$ cat config.mk
export PLATFORM = sky130hd
export DESIGN_NAME = ifu_fetch_ctrl
export DESIGN_NICKNAME = d
export VERILOG_FILES = /design/src/rtl/ifu_pkg.sv /design/src/rtl/ifu_skid_buf.sv /design/src/rtl/ifu_fetch_ctrl.sv
export SDC_FILE = /design/constraint.sdc
export NUM_CORES = 1
export LEC_CHECK = 0
export BUFFER_PORTS_ARGS = -buffer_cell sky130_fd_sc_hd__buf_2
export CORE_AREA = 8 8 134 136
export DETAILED_ROUTE_END_ITERATION = 7
export DIE_AREA = 0 0 142 144
export PLACE_DENSITY = 0.79
export REMOVE_ABC_BUFFERS = 1
export SYNTH_ARGS = -nofsm -noshare
export SYNTH_HDL_FRONTEND = slang
export SYNTH_SLANG_ARGS = --single-unit
$ cat constraint.sdc
create_clock -name clk -period 5.1 [get_ports clk]
set_clock_uncertainty 0.05 [all_clocks]
set_input_delay 0.255 -clock clk [delete_from_list [all_inputs] [get_ports clk]]
set_output_delay 0.255 -clock clk [all_outputs]
set_load 0.05 [all_outputs]
$ cat src/rtl/ifu_pkg.sv
// Shared definitions for the instruction-fetch unit: data width, reset/bubble
// encodings and the fetch sequencer state type.
package ifu_pkg;

    localparam int XLEN = 32;

    localparam logic [XLEN-1:0] RESET_PC_DEF = 32'h0000_0000;
    localparam logic [XLEN-1:0] NOP_INST_DEF = 32'h0000_0013;

    typedef enum logic [1:0] {
        ST_BOOT = 2'd0,
        ST_REQ  = 2'd1,
        ST_WAIT = 2'd2,
        ST_HOLD = 2'd3
    } fetch_state_e;

    // Fetch addresses are word aligned; the low two bits of a target are ignored.
    function automatic logic [XLEN-1:0] align_pc(input logic [XLEN-1:0] pc);
        return {pc[XLEN-1:2], 2'b00};
    endfunction

endpackage

$ cat src/rtl/ifu_skid_buf.sv
// One-entry {pc,inst} holding register, used to park a fetched instruction while
// the DE stage is stalled.
module ifu_skid_buf
    import ifu_pkg::*;
#(
    parameter logic [XLEN-1:0] NOP_INST = NOP_INST_DEF
) (
    input  logic            clk,
    input  logic            rst_n,
    input  logic            load_i,
    input  logic            clear_i,
    input  logic [XLEN-1:0] pc_i,
    input  logic [XLEN-1:0] inst_i,
    output logic [XLEN-1:0] pc_o,
    output logic [XLEN-1:0] inst_o
);

    logic [XLEN-1:0] pc_q;
    logic [XLEN-1:0] inst_q;

    // Entry register: load wins over clear; a cleared entry reads back as a bubble.
    always_ff @(posedge clk or negedge rst_n) begin
        if (!rst_n) begin
            pc_q   <= {XLEN{1'b0}};
            inst_q <= NOP_INST;
        end else if (load_i) begin
            pc_q   <= pc_i;
            inst_q <= inst_i;
        end else if (clear_i) begin
            pc_q   <= {XLEN{1'b0}};
            inst_q <= NOP_INST;
        end
    end

    assign pc_o   = pc_q;
    assign inst_o = inst_q;

endmodule

$ cat src/rtl/ifu_fetch_ctrl.sv
// IF-stage fetch sequencer: single-outstanding instruction memory requests,
// PC generation, redirect/kill handling and the IF/DE pipeline register.
module ifu_fetch_ctrl
    import ifu_pkg::*;
#(
    parameter logic [XLEN-1:0] RESET_PC = RESET_PC_DEF,
    parameter logic [XLEN-1:0] NOP_INST = NOP_INST_DEF
) (
    input  logic            clk,
    input  logic            rst_n,
    output logic            imem_req,
    output logic [XLEN-1:0] imem_addr,
    input  logic            imem_gnt,
    input  logic            imem_rvalid,
    input  logic [XLEN-1:0] imem_rdata,
    input  logic            stall_i,
    input  logic            redirect_i,
    input  logic [XLEN-1:0] redirect_pc_i,
    output logic            de_valid_o,
    output logic [XLEN-1:0] de_pc_o,
    output logic [XLEN-1:0] de_inst_o
);

    fetch_state_e    state_q, state_d;
    logic [XLEN-1:0] pc_q, pc_d;
    logic [XLEN-1:0] fpc_q, fpc_d;
    logic            kill_q, kill_d;
    logic            de_valid_q, de_valid_d;
    logic [XLEN-1:0] de_pc_q, de_pc_d;
    logic [XLEN-1:0] de_inst_q, de_inst_d;

    logic            load_s;
    logic [XLEN-1:0] load_pc_s;
    logic [XLEN-1:0] load_inst_s;
    logic            skid_load_s;
    logic            skid_clear_s;
    logic [XLEN-1:0] skid_pc_s;
    logic [XLEN-1:0] skid_inst_s;
    logic [XLEN-1:0] redir_pc_s;

    assign redir_pc_s = align_pc(redirect_pc_i);

    ifu_skid_buf #(
        .NOP_INST (NOP_INST)
    ) u_skid (
        .clk     (clk),
        .rst_n   (rst_n),
        .load_i  (skid_load_s),
        .clear_i (skid_clear_s),
        .pc_i    (fpc_q),
        .inst_i  (imem_rdata),
        .pc_o    (skid_pc_s),
        .inst_o  (skid_inst_s)
    );

    // Sequencer next state, PC/kill updates and DE load-event selection.
    always_comb begin
        state_d      = state_q;
        pc_d         = pc_q;
        fpc_d        = fpc_q;
        kill_d       = kill_q;
        load_s       = 1'b0;
        load_pc_s    = fpc_q;
        load_inst_s  = imem_rdata;
        skid_load_s  = 1'b0;
        skid_clear_s = 1'b0;
        case (state_q)
            ST_BOOT: begin
                state_d = ST_REQ;
            end
            ST_REQ: begin
                if (imem_gnt) begin
                    state_d = ST_WAIT;
                    fpc_d   = pc_q;
                    if (redirect_i) begin
                        // The granted fetch is already stale; its response must be dropped.
                        kill_d = 1'b1;
                        pc_d   = redir_pc_s;
                    end else begin
                        pc_d = pc_q + 32'd4;
                    end
                end else if (redirect_i) begin
                    pc_d = redir_pc_s;
                end else begin
                    pc_d = pc_q;
                end
            end
            ST_WAIT: begin
                if (redirect_i) begin
                    pc_d = redir_pc_s;
                    if (imem_rvalid) begin
                        kill_d  = 1'b0;
                        state_d = ST_REQ;
                    end else begin
                        kill_d = 1'b1;
                    end
                end else if (imem_rvalid) begin
                    state_d = ST_REQ;
                    if (kill_q) begin
                        kill_d = 1'b0;
                    end else if (!stall_i || !de_valid_q) begin
                        load_s = 1'b1;
                    end else begin
                        skid_load_s = 1'b1;
                        state_d     = ST_HOLD;
                    end
                end else begin
                    state_d = ST_WAIT;
                end
            end
            ST_HOLD: begin
                if (redirect_i) begin
                    skid_clear_s = 1'b1;
                    pc_d         = redir_pc_s;
                    state_d      = ST_REQ;
                end else if (!stall_i) begin
                    load_s      = 1'b1;
                    load_pc_s   = skid_pc_s;
                    load_inst_s = skid_inst_s;
                    state_d     = ST_REQ;
                end else begin
                    state_d = ST_HOLD;
                end
            end
            default: begin
                state_d = ST_BOOT;
            end
        endcase
    end

    // DE register next value: redirect flush, then stall hold, then load, else bubble.
    always_comb begin
        de_valid_d = 1'b0;
        de_pc_d    = {XLEN{1'b0}};
        de_inst_d  = NOP_INST;
        if (redirect_i) begin
            de_valid_d = 1'b0;
        end else if (stall_i && de_valid_q) begin
            de_valid_d = de_valid_q;
            de_pc_d    = de_pc_q;
            de_inst_d  = de_inst_q;
        end else if (load_s) begin
            de_valid_d = 1'b1;
            de_pc_d    = load_pc_s;
            de_inst_d  = load_inst_s;
        end else begin
            de_valid_d = 1'b0;
        end
    end

    // State, PC, kill and DE pipeline registers.
    always_ff @(posedge clk or negedge rst_n) begin
        if (!rst_n) begin
            state_q    <= ST_BOOT;
            pc_q       <= RESET_PC;
            fpc_q      <= {XLEN{1'b0}};
            kill_q     <= 1'b0;
            de_valid_q <= 1'b0;
            de_pc_q    <= {XLEN{1'b0}};
            de_inst_q  <= NOP_INST;
        end else begin
            state_q    <= state_d;
            pc_q       <= pc_d;
            fpc_q      <= fpc_d;
            kill_q     <= kill_d;
            de_valid_q <= de_valid_d;
            de_pc_q    <= de_pc_d;
            de_inst_q  <= de_inst_d;
        end
    end

    assign imem_req   = (state_q == ST_REQ);
    assign imem_addr  = pc_q;
    assign de_valid_o = de_valid_q;
    assign de_pc_o    = de_pc_q;
    assign de_inst_o  = de_inst_q;

endmodule

==> metrics.txt <==
Site Rows=47; Clk pin slew, worst setup/hold paths=~0.07 ns; CTS tree=done; Nets=1,044; Die Width=approximately 140 um; Layout Area Growth over Synthesis=19.4%; drt initial violations=699; Critical Path Max Stage Delay=roughly 0.67 ns; Worst Setup EP=de_inst_o[30]; RSZ-0062 raised after global routing=false; final worst path period need=about 2.7 ns; Tcrit/Tclk final=0.525; FF-to-FF Start=state_q[0]; WP data arrival=approximately 2.9 ns; Worst R2R Setup Slack=approximately 2.4 ns; Pleak=~5.4 nW; Relative slew margins=0.206; worst-path cell chain=inv_1, or3_4, buf_4, mux2i_1, o21ai_0; Clock Latency Late Sink=between 0.4 and 0.5 ns; maxcap violations=0; Starting Density=0.543; IO Port Bufs=~170; outcome=completed; remaining global-route overflow=0; Post-synth EDFFs=0; Compound-Gate Fraction of Synth Area=0.179; CTS max path bufs=2; Post-Syn Instances=831; worst slew pin tran=between 1 and 1.5 ns; startpoint types=flip-flop; Reg2Reg Depth=5; CP startpoint=state_q[0]; critical path class=flip-flop to flip-flop; dominant register cell in the synthesized netlist=dfrtp_1; worst hold path class=input port to flip-flop; fmax=~370 MHz; WP buf/inv=2; I/O pin total=between 150 and 200; register area share after synthesis=0.563; final core occ=0.648; Synth Register Bits=~200; Post-Synth XOR/XNOR Area=0.00201; library cells used by synthesis=between 50 and 60; slowest CP cell=or3_4; fill cell count=roughly 1,300; vias=approximately 7,200; Post-Synth Simple-Gate Area=0.131; root buffer cell=clkbuf_16; Worst path depth=5; Residual DRC=0; final hold viol count=0; post_cts resized=0; total power=about 5.5 mW; WL final=23,500 um; hold slack final=approximately 0.016 ns; initial antenna violation count=1; post-synthesis adder-cell area fraction=0.00144; Critical R2R Capture=de_inst_o[30]; largest family of logic cells by synthesized area=compound AO/OA/AOI/OAI gates; Synth Cell Area=8720 sq um; setup_tns=0 ns; Final ANT Viol Nets=0; GP Congestion=0.867; H-tree levels=4; Core ar.=roughly 16,000 sq um; most frequent cells in the layout=dfrtp_1 (190), buf_2 (164), nand2_1 (160); delay-heaviest family, CP=buffers and inverters; Avg Cell Area, Syn=10.5 sq um; VDD IR max=roughly 0.33 mV; pin count of the biggest net entering global routing=98; vias in the first global route=~7,200; Num CTS Buffers=17; CP Capture Type=flip-flop; endpoints failing setup=0; WL/cell=about 20 um; fraction of layout cells with a size suffix above 1=0.237; pwr/cell area=about 530 nW/um^2; global-route wire length before repair=~38,000 um; Die Y=144 um; GRT Util Overall=0.235; Synth async-reset ratio=1.00; Post-CTS Setup Bufs=0; DP Wirelength=14,900 um; Pins Over Slew Limit=0; YS warnings=0; routed vias/inst=5.94; required time worst endpoint=between 5 and 6 ns; commonest non-fill, non-tap cell in the layout=dfrtp_1; Worst Path Max Fanout=39; multiplexer share of the synthesized area=0.0885; clk sink count=196; area of the die=a little over 20,000 sq um; Initial DRT Pass Iterations=5
==> power by group <==
part	switching [mW]	internal, mW
Combinational	1.36	0.520
Clock	0.571	0.847
Sequential	0.384	1.85
Total	2.31	3.21
==> through the flow <==
stage               area [sq um]  std cells  setup WS (ns)
floorplan                   8460        767          0.695
global placement            9670       1163           2.19
detailed placement          9670       1163           2.12
CTS                        10400       1205           2.45
global route               10400       1206           2.26
finish                     10400       1206           2.42
==> synth_stat cells, types with 2 or more instances <==
| cell type | number | area (sq um) |
|---|---|---|
| a32oi_1 | 3 | 26.3 |
| a22oi_1 | 3 | 22.5 |
| a211oi_1 | 2 | 15.0 |
| nor3b_1 | 2 | 15.0 |
| o22ai_1 | 7 | 43.8 |
| inv_1 | 9 | 33.8 |
| nor2b_1 | 5 | 31.3 |
| a31oi_1 | 5 | 31.3 |
| buf_1 | 4 | 15.0 |
| and3_1 | 10 | 62.6 |
| nor4_1 | 5 | 31.3 |
| o31ai_1 | 5 | 37.5 |
| a21oi_1 | 22 | 110 |
| dfrtp_1 | 190 | 4750 |
| a22o_1 | 61 | 534 |
| o21a_1 | 2 | 15.0 |
| a2bb2oi_1 | 5 | 43.8 |
| nand3_1 | 19 | 95.1 |
| nor3_1 | 11 | 55.1 |
| o311ai_0 | 3 | 26.3 |
| clkbuf_1 | 49 | 184 |
| dfstp_2 | 6 | 158 |
| or4_1 | 2 | 15.0 |
| nand2b_1 | 3 | 18.8 |
| o211ai_1 | 5 | 37.5 |
| o21ai_0 | 86 | 430 |
| mux2i_1 | 67 | 671 |
| buf_2 | 8 | 40.0 |
| nor2_1 | 14 | 52.6 |
| mux2_2 | 9 | 101 |
| a41oi_1 | 3 | 26.3 |
| nand2_1 | 161 | 604 |
| nand4_1 | 9 | 56.3 |
| o22a_1 | 8 | 70.1 |
| and2_1 | 5 | 31.3 |
==> worst reg2reg max path, stage by stage, from the launching register on <==
cell,delay [ns]
dfrtp_1,0.57
inv_1,0.32
or3_4,0.67
buf_4,0.55
mux2i_1,0.28
o21ai_0,0.10
==> routing by layer <==
| layer | up-vias | track usage | share of wire |
|---|---|---|---|
| li1 | 3270 | - | - |
| met1 | 3544 | 0.305 | 0.43 |
| met2 | 310 | 0.368 | 0.47 |
| met3 | 35 | 0.0631 | 0.084 |
| met4 | 0 | 0.0916 | 0.018 |
| met5 | - | 0 | 0 |
==> logic make-up (layout without fill, tap and decap cells) <==
| group | after synthesis | after routing |
|---|---|---|
| flip-flops | 196 | 196 |
| AO/OA/AOI/OAI | 230 | 230 |
| AND/OR/NAND/NOR | 253 | 253 |
| adder cells (fa/ha/maj) | 1 | 1 |
| multiplexers | 76 | 76 |
| buffers and inverters | 73 | 227 |
| XOR/XNOR | 2 | 2 |
| other | 0 | 1 |
==> sequential cells by signal, summed over array words and instances, names as in the netlist <==
name,cells
de_inst_o,32
de_pc_o,32
de_valid_o,1
fpc_q,32
imem_addr,32
kill_q,1
state_q,2
u_skid.inst_o,32
u_skid.pc_o,32
==> cell type report <==
type	instances	area [sq um]	share of cell area
antenna	1	2.50	0.000240
clock buffer	23	508	0.0488
clock inverter	8	119	0.0114
inverter	9	33.8	0.00325
multi-input combinational	562	3530	0.339
sequential	196	4910	0.472
tap	220	275	0.0265
timing repair buffer	187	1030	0.0987
==> worst min-delay path by stage <==
stage	startpoint	end	slack (ns)	cells past startpoint
final	imem_rdata[17]	u_skid.inst_o[17]	0.02	2
after floorplan	rst_n	de_inst_o[10]	-0.09	0
after global placement	rst_n	de_inst_o[10]	0.34	1
after detailed placement	rst_n	de_inst_o[8]	0.34	1
after CTS	imem_rdata[2]	u_skid.inst_o[2]	0.001	2
after global routing	imem_rdata[14]	u_skid.inst_o[14]	0.008	2
==> what timing repair did <==
item	4_1_cts	5_1_grt
setup endpoints to repair	0	0
hold endpoints to repair	105	0
hold buffers	11	0
Note: power is estimated with default switching activity, not from simulation.
